--- src/rtl/prga_decrypt_fsm.sv ---
// RC4 PRGA stage: walks the KSA-permuted S memory, produces keystream bytes,
// XORs them with the encrypted ROM, and writes the plaintext to the decrypted RAM.
`timescale 1ns/1ps

module prga_decrypt_fsm #(
    parameter int MSG_LEN     = 32,
    parameter bit EARLY_ABORT = 1'b1,
    localparam int AW         = (MSG_LEN > 1) ? $clog2(MSG_LEN) : 1
) (
    input  logic          clk,
    input  logic          reset,
    input  logic          start,
    output logic [7:0]    s_address,
    output logic [7:0]    s_data,
    output logic          s_wren,
    input  logic [7:0]    s_q,
    output logic [AW-1:0] rom_address,
    input  logic [7:0]    rom_q,
    output logic [AW-1:0] ram_address,
    output logic [7:0]    ram_data,
    output logic          ram_wren,
    output logic          finish,
    output logic          msg_ok
);

    typedef enum logic [3:0] {
        IDLE, RD_I, LAT_I, RD_J, LAT_J, WR_I, WR_J, RD_F, LAT_F, WR_OUT, DONE
    } state_t;

    localparam logic [AW-1:0] LAST_K = AW'(MSG_LEN - 1);

    state_t        state;
    logic [7:0]    i;
    logic [7:0]    j;
    logic [7:0]    si;
    logic [7:0]    sj;
    logic [7:0]    f;
    logic [AW-1:0] k;

    // Plaintext is accepted only as lowercase letters or space.
    function automatic logic is_valid(input logic [7:0] b);
        return ((b >= 8'd97) && (b <= 8'd122)) || (b == 8'd32);
    endfunction

    always_ff @(posedge clk) begin
        if (reset) begin
            state       <= IDLE;
            i           <= '0;
            j           <= '0;
            k           <= '0;
            si          <= '0;
            sj          <= '0;
            f           <= '0;
            s_address   <= '0;
            s_data      <= '0;
            s_wren      <= 1'b0;
            rom_address <= '0;
            ram_address <= '0;
            ram_data    <= '0;
            ram_wren    <= 1'b0;
            finish      <= 1'b0;
            msg_ok      <= 1'b0;
        end else begin
            // NOTE: write enables fall back low every cycle and are raised only on
            // entry to a write state; all state uses <= so each branch sees pre-edge values.
            s_wren   <= 1'b0;
            ram_wren <= 1'b0;

            unique case (state)
                IDLE, DONE: begin
                    if (start) begin
                        i         <= 8'd1;
                        j         <= 8'd0;
                        k         <= '0;
                        msg_ok    <= 1'b1;
                        finish    <= 1'b0;
                        s_address <= 8'd1;
                        state     <= RD_I;
                    end
                end
                RD_I: state <= LAT_I;
                LAT_I: begin
                    si        <= s_q;
                    j         <= j + s_q;
                    s_address <= j + s_q;
                    state     <= RD_J;
                end
                RD_J: state <= LAT_J;
                LAT_J: begin
                    sj        <= s_q;
                    s_address <= i;
                    s_data    <= s_q;
                    s_wren    <= 1'b1;
                    state     <= WR_I;
                end
                WR_I: begin
                    // When i == j this second write restores S[i] to si.
                    s_address <= j;
                    s_data    <= si;
                    s_wren    <= 1'b1;
                    state     <= WR_J;
                end
                WR_J: begin
                    s_address   <= si + sj;
                    rom_address <= k;
                    state       <= RD_F;
                end
                RD_F: state <= LAT_F;
                LAT_F: begin
                    f           <= s_q ^ rom_q;
                    ram_address <= k;
                    ram_data    <= s_q ^ rom_q;
                    ram_wren    <= 1'b1;
                    state       <= WR_OUT;
                end
                WR_OUT: begin
                    if (!is_valid(f)) begin
                        msg_ok <= 1'b0;
                    end
                    // The invalid byte has already been written before we abort.
                    if ((!is_valid(f) && EARLY_ABORT) || (k == LAST_K)) begin
                        finish <= 1'b1;
                        state  <= DONE;
                    end else begin
                        k         <= k + AW'(1);
                        i         <= i + 8'd1;
                        s_address <= i + 8'd1;
                        state     <= RD_I;
                    end
                end
                default: state <= IDLE;
            endcase
        end
    end

endmodule

--- config.mk ---
export PLATFORM = sky130hd
export DESIGN_NAME = prga_decrypt_fsm
export DESIGN_NICKNAME = d
export VERILOG_FILES = /design/src/rtl/prga_decrypt_fsm.sv
export SDC_FILE = /design/constraint.sdc
export NUM_CORES = 1
export LEC_CHECK = 0
export ABC_CLOCK_PERIOD_IN_PS = 1780
export BUFFER_PORTS_ARGS = -buffer_cell sky130_fd_sc_hd__buf_2
export CAP_MARGIN = 20
export CELL_PAD_IN_SITES_DETAIL_PLACEMENT = 0
export CELL_PAD_IN_SITES_GLOBAL_PLACEMENT = 1
export CORE_MARGIN = 5
export CORE_UTILIZATION = 39
export DETAILED_ROUTE_END_ITERATION = 7
export GPL_TIMING_DRIVEN = 0
export HOLD_SLACK_MARGIN = 0.15
export MAX_ROUTING_LAYER = met4
export PLACE_DENSITY = 0.77
export REMOVE_ABC_BUFFERS = 1
export SLEW_MARGIN = 20
export SYNTH_ARGS = -nofsm -noshare
export SYNTH_HDL_FRONTEND = slang
export SYNTH_SLANG_ARGS = --single-unit
--- constraint.sdc ---
create_clock -name clk -period 1.78 [get_ports clk]
set_input_delay 0.089 -clock clk [delete_from_list [all_inputs] [get_ports clk]]
set_output_delay 0.089 -clock clk [all_outputs]
set_load 0.01 [all_outputs]
# Word-level counts from Yosys, hierarchy flattened
# Index checks and enable logic that the tools add are counted.
[word_totals]
register_bits = 79
input_bits = 19
elab_cells = 75
[classes]
n_addsub = 4
order_cmp = 2
eq_ne = 16
n_mux = 21
n_bitwise = 1
reduce_logical = 16
[ops]
columns = ["op", "n"]
rows = [
  ["one-hot mux 8 bit (2 select lines)", 3],
  ["one-hot mux 8 bit (6 select lines)", 1],
  ["one-hot mux 4 bit (10 select lines)", 1],
  ["2-to-1 mux 8 bit", 3],
  ["adder 8 bit", 2],
  ["== test 4 x 3 -> 1 bit, second input constant", 4],
  ["== test 4 bit, second input constant", 3],
  ["AND reduction 3 bit", 4],
  ["2-to-1 mux 5 bit", 2],
  ["one-hot mux 5 bit (2 select lines)", 1],
  ["adder 8 x 1 -> 8 bit, second input constant", 1],
  ["== test 4 x 2 -> 1 bit, second input constant", 2],
  ["== test 8 x 6 -> 1 bit, second input constant", 1],
  [">= comparator 8 x 7 -> 1 bit, second input constant", 1],
  ["less-or-equal comparator 8 x 7 -> 1 bit, second input constant", 1],
  ["2-to-1 mux 4 bit", 2],
  ["inequality test 2 bit, second input constant", 4],
  ["XOR 8 bit", 1],
  ["2-to-1 mux 1 bit", 6],
  ["nonzero test 2 bit", 3],
  ["nonzero test 6 bit", 1],
  ["adder 5 x 1 -> 5 bit, second input constant", 1],
  ["== test 5 bit, second input constant", 1],
  ["== test 4 x 1 -> 1 bit, second input constant", 1],
  ["7 further kinds", 10],
]

# Longest topological paths before layout
[depth]
depth_word = 7
ltp_mapped = 10

# Worst setup path before layout
# Ideal clock, no wire load.
[synth_timing]
path_type = "reg-to-reg"
start = "register k[0]"
end = "register s_address[0]"
setup_ns = 0.080
t_arrival_ns = 1.892
t_required_ns = 1.700
setup_slack_ns = -0.191
stages_incl_launch_ff = 11
synth_period_minus_slack_ns = 1.971
path_cell_list = "dfxtp_1 > ha_1 > and3_1 > ha_1 > nor2_1 > a31oi_4 > o21ba_1 > buf_6 > buf_8 > nor2_1 > a211oi_2"
[synth_between]
elab_chain_cells = 4
[synth_rtl]
columns = ["item", "line_no", "rtl"]
rows = [
  ["from (decl)", "38", "logic [AW-1:0] k;"],
  ["from (signal assigned)", "125", "k <= k + AW'(1);"],
  ["== test 5 bit", "121", "if ((!is_valid(f) && EARLY_ABORT) || (k == LAST_K)) begin"],
  ["logical OR 1 bit", "121", ""],
  ["inequality test 2 bit (no line)", "n/a", ""],
  ["AND reduction 3 bit (no line)", "n/a", ""],
  ["to (signal assigned)", "98", "s_address <= j;"],
  ["to (signal assigned)", "104", "s_address <= si + sj;"],
  ["to (signal assigned)", "127", "s_address <= i + 8'd1;"],
  ["to (decl)", "13", "output logic [7:0] s_address,"],
]
# Every way passes these cells.
# A chain may end at the register's enable or synchronous reset.

# Final worst setup path
[layout_timing]
start = "register si[1]"
end = "register s_address[7]"
[layout_between]
elab_chain_cells = 2
[layout_rtl]
columns = ["item", "line_no", "rtl"]
rows = [
  ["from (decl)", "35", "logic [7:0] si;"],
  ["from (signal assigned)", "83", "si <= s_q;"],
  ["adder 8 bit", "104", ""],
  ["one-hot mux 8 bit (6 select lines)", "69", "unique case (state)"],
  ["to (signal assigned)", "85", "s_address <= j + s_q;"],
  ["to (signal assigned)", "98", ""],
  ["to (signal assigned)", "104", ""],
]
# Every way passes these cells.

==> key figures <==
Setup path
  – CP max stage delay: 0.36 ns
  – Critical R2R Launch: si[1]
  – CP max stage cell: dfxtp_4
  – WP data required: roughly 2.0 ns
  – Reg2reg path depth: 7
  – Critical Path AT: approximately 2.3 ns
  – Startpoint Class: register
  – Reg2Reg Setup Slack: -0.22 ns
  – Worst-path maximum fanout: 2
  – Crit. End Element: register
  – Worst Setup SP: si[1]
  – Setup CP Type: register to register
  – Worst r2r dst: s_address[7]
  – Critical-path cell list: ha_4 -> a211oi_4 -> o21bai_2 -> o41ai_4 -> xnor2_1 -> a221o_1 -> a31o_1

Clock network
  – Htree depth: 3
  – Worst-path clk slew: 0.08 ns
  – CTS tree: yes
  – Root Buffer: clkbuf_8
  – Total CTS buffers: 9
  – Clk buf depth: 2
  – TritonCTS Sinks: 79
  – Clock Latency Late Sink: ~0.37 ns

Global route
  – Grt ovf: 0
  – First-pass GRT wire length: 19,000 µm
  – Initial antenna violation count: 0
  – Tot GR Track Use: roughly a fifth
  – Number of global-route vias before repair: ~3,700
  – Largest net degree at the start of global routing: 76

Routing
  – Vias/cell: between 5 and 6
  – Avg WL per Cell: 16.8 µm
  – Final WL: about 12,000 µm
  – Drt drc: 0
  – Drt first pass iters: 5
  – Vias: between 3,000 and 4,000
  – Detailed Route Iter0 Violations: around 230
  – Final ANT Viol Nets: 0

Synthesis
  – EDFF count, synth: 0
  – Post-Syn Area: 4140 µm²
  – FF+latch count, synth: a little under 80
  – Ys flop type: dfxtp_1
  – Synth warnings: 0
  – Sequential area share after synthesis: between 30% and 40%
  – Syn_area_per_cell: about 8.4 µm²
  – Synth Instances: slightly below 500
  – Ys async rst share: 0%
  – Distinct cells, synth: 56

Die
  – IO Pins: 57
  – Floorplan row count: 37
  – CORE AREA: 10,300 µm²
  – Die area: 12,800 µm²
  – Chip width: 113 µm
  – Initial Util: around two fifths
  – Die Y: around 110 µm

Timing
  – Post-layout min period: 2.00 ns
  – Worst slew pin tran: between 0.8 and 0.9 ns
  – Rel. slew slack: between 40% and 50%
  – Worst hold margin: about 0.19 ns
  – RSZ-0062 raised after global routing: true
  – Final hold violations: 0
  – Final Max Tran Viols: 0
  – Slack of the critical path: -0.224 ns
  – Fmax: 499 MHz
  – Final setup fails: 23
  – Tcrit/Tclk final: 113%
  – Clk_skew: ~0.018 ns

Layout
  – Design area: around 5500 µm²
  – Final nets: about 600
  – Share of cells above drive strength 1: between 20% and 30%
  – Layout area overhead: 33.1%
  – ANT cells: 0

Worst hold path
  – Hold EP: f[1]
  – Worst hold path class: input pin to register
  – Min-delay src: s_q[1]
  – WHS Path Cells: 3

Placed design
  – Quantity of I/O buffers inserted on ports: between 50 and 60
  – Placed cell areas: 4490 µm²
  – Detailed Place HPWL: between 7000 and 8000 µm
  – Gpl congestion: slightly below 0.9

Run
  – Max-cap viol count: 0

Outcome
  – Status: finished, violations left
  – Failing checks: negative setup slack

Power
  – Pwr/cell area: between 700 and 800 nW/µm²
  – Leak: around 0.0021 µW
  – Peak VDD IR: 0.325 mV
[cell families after synthesis]
family                     synth area share, %
DFF                                       38.2
AOI/OAI and AO/OA                         21.9
and+or+nand+nor                           20.4
buffers and inverters                     3.45
muxes                                     4.48
xor gates and xnor gates                  5.50
adders and majority gates                 6.11
[sequential cells by signal, indices dropped and copies added, names as in the netlist, 8 cells and up]
register,cells
f,8
i,8
j,8
s_address,8
s_data,8
si,8
sj,8
[synth_stat cells, types with 2 or more instances]
library cell,number,area (µm²)
dfxtp_1,79,1580
nand2_1,74,278
nor2_1,63,236
a21oi_1,46,230
a211oi_1,26,195
clkbuf_1,18,67.6
xnor2_1,18,158
ha_1,17,213
mux2i_1,17,170
o21ai_0,16,80.1
nor3_1,15,75.1
nand2b_1,10,62.6
xor2_1,8,70.1
a22oi_1,6,45.0
buf_2,6,30.0
o21bai_1,6,45.0
a21o_1,4,30.0
a221oi_1,4,35.0
nor2b_1,4,25.0
a311oi_1,3,26.3
a311oi_2,3,45.0
and3_1,3,18.8
nand3_1,3,15.0
or3_1,3,18.8
a211oi_2,2,25.0
a31oi_1,2,12.5
and2_1,2,12.5
and4_1,2,17.5
buf_1,2,7.51
fa_1,2,40.0
nand3b_1,2,15.0
nand4_1,2,12.5
nor3b_1,2,15.0
[layer usage]
metal | GRT usage (%) | wire length (µm) | part of all wire [%] | vias up
met5 | - | 0 | 0 | -
met4 | 6.25 | 159 | 1.3 | 0
met3 | 3.85 | 561 | 4.7 | 13
met2 | 29.0 | 5660 | 47 | 83
met1 | 25.8 | 5650 | 47 | 1905
li1 | - | - | - | 1929
[critical path: cells and delay by family (launching register included)]
family / cells / cell delay [ns]
adders and majority gates: 1 / 0.25
DFF: 1 / 0.36
AOI/OAI and AO/OA: 5 / 1.19
xor gates and xnor gates: 1 / 0.12
[through the flow]
stage	std cells	setup TNS, ns	total power (µW)	utilization (%)	setup slack [ns]
6_report	717	-2.17	4200	53.3	-0.224
5_1_grt	717	-4.22	4390	53.3	-0.292
4_1_cts	714	-2.24	4170	51.4	-0.433
3_5_place_dp	658	-37.78	2530	43.4	-1.27
3_3_place_gp	656	-75.88	2510	43.1	-1.99
2_1_floorplan	464	-25.95	2310	-	-0.827
[final cells by class]
class	instances	area, µm²
inverters	1	3.75
well taps	136	170
repair buffers	99	688
multi-input cells	386	2800
fillers	961	4820
clock inverters	5	81.3
flip-flops and latches	79	1630
clock buffers	11	141
[where the power goes]
| part | leakage [µW] | internal (µW) | switching (µW) |
|---|---|---|---|
| logic | 0.00133 | 342 | 426 |
| clock network | 0.000110 | 829 | 681 |
| registers | 0.000650 | 1830 | 87.9 |
| total | 0.00209 | 3000 | 1190 |
[worst max-delay path by stage]
stage,cells past startpoint,endpoint,slack [ns]
2_1_floorplan,5,j[1],-0.83
3_3_place_gp,5,j[4],-1.99
4_1_cts,7,s_address[7],-0.43
6_report,7,s_address[7],-0.22
5_1_grt,7,s_address[7],-0.29
3_5_place_dp,5,s_address[6],-1.27
[timing repair]
item | in CTS | in global routing
gates cloned | 2 | 0
buffers inserted | 16 | 3
hold buffers | 22 | 0
pin swaps | 19 | 13
hold endpoints to repair | 32 | 0
gates resized for setup | 59 | 39
setup endpoints to repair | 68 | 52
[placed cells by master, fill, tap and decap left out, drive strengths merged, types with 2 or more instances in the layout]
master,synthesis,routed
dfxtp,79,79
buf,11,77
nand2,74,74
nor2,64,64
a21oi,46,46
a211oi,28,28
dlygate4sd3,0,22
xnor2,18,18
mux2i,17,17
ha,17,17
nor3,15,16
o21ai,16,16
clkbuf,18,11
nand2b,10,10
xor2,8,8
o21bai,6,6
a22oi,6,6
a311oi,6,6
nor2b,4,4
a21o,4,4
a221oi,4,4
and3,3,3
nand3,3,3
a31oi,3,3
or3,3,3
nand3b,2,2
nor3b,2,2
o21ba,1,2
nand4,2,2
fa,2,2
bufinv,0,2
and2,2,2
and4,2,2
a31o,2,2
clkinv,0,2
No activity file was read; power rests on OpenSTA's default activity.
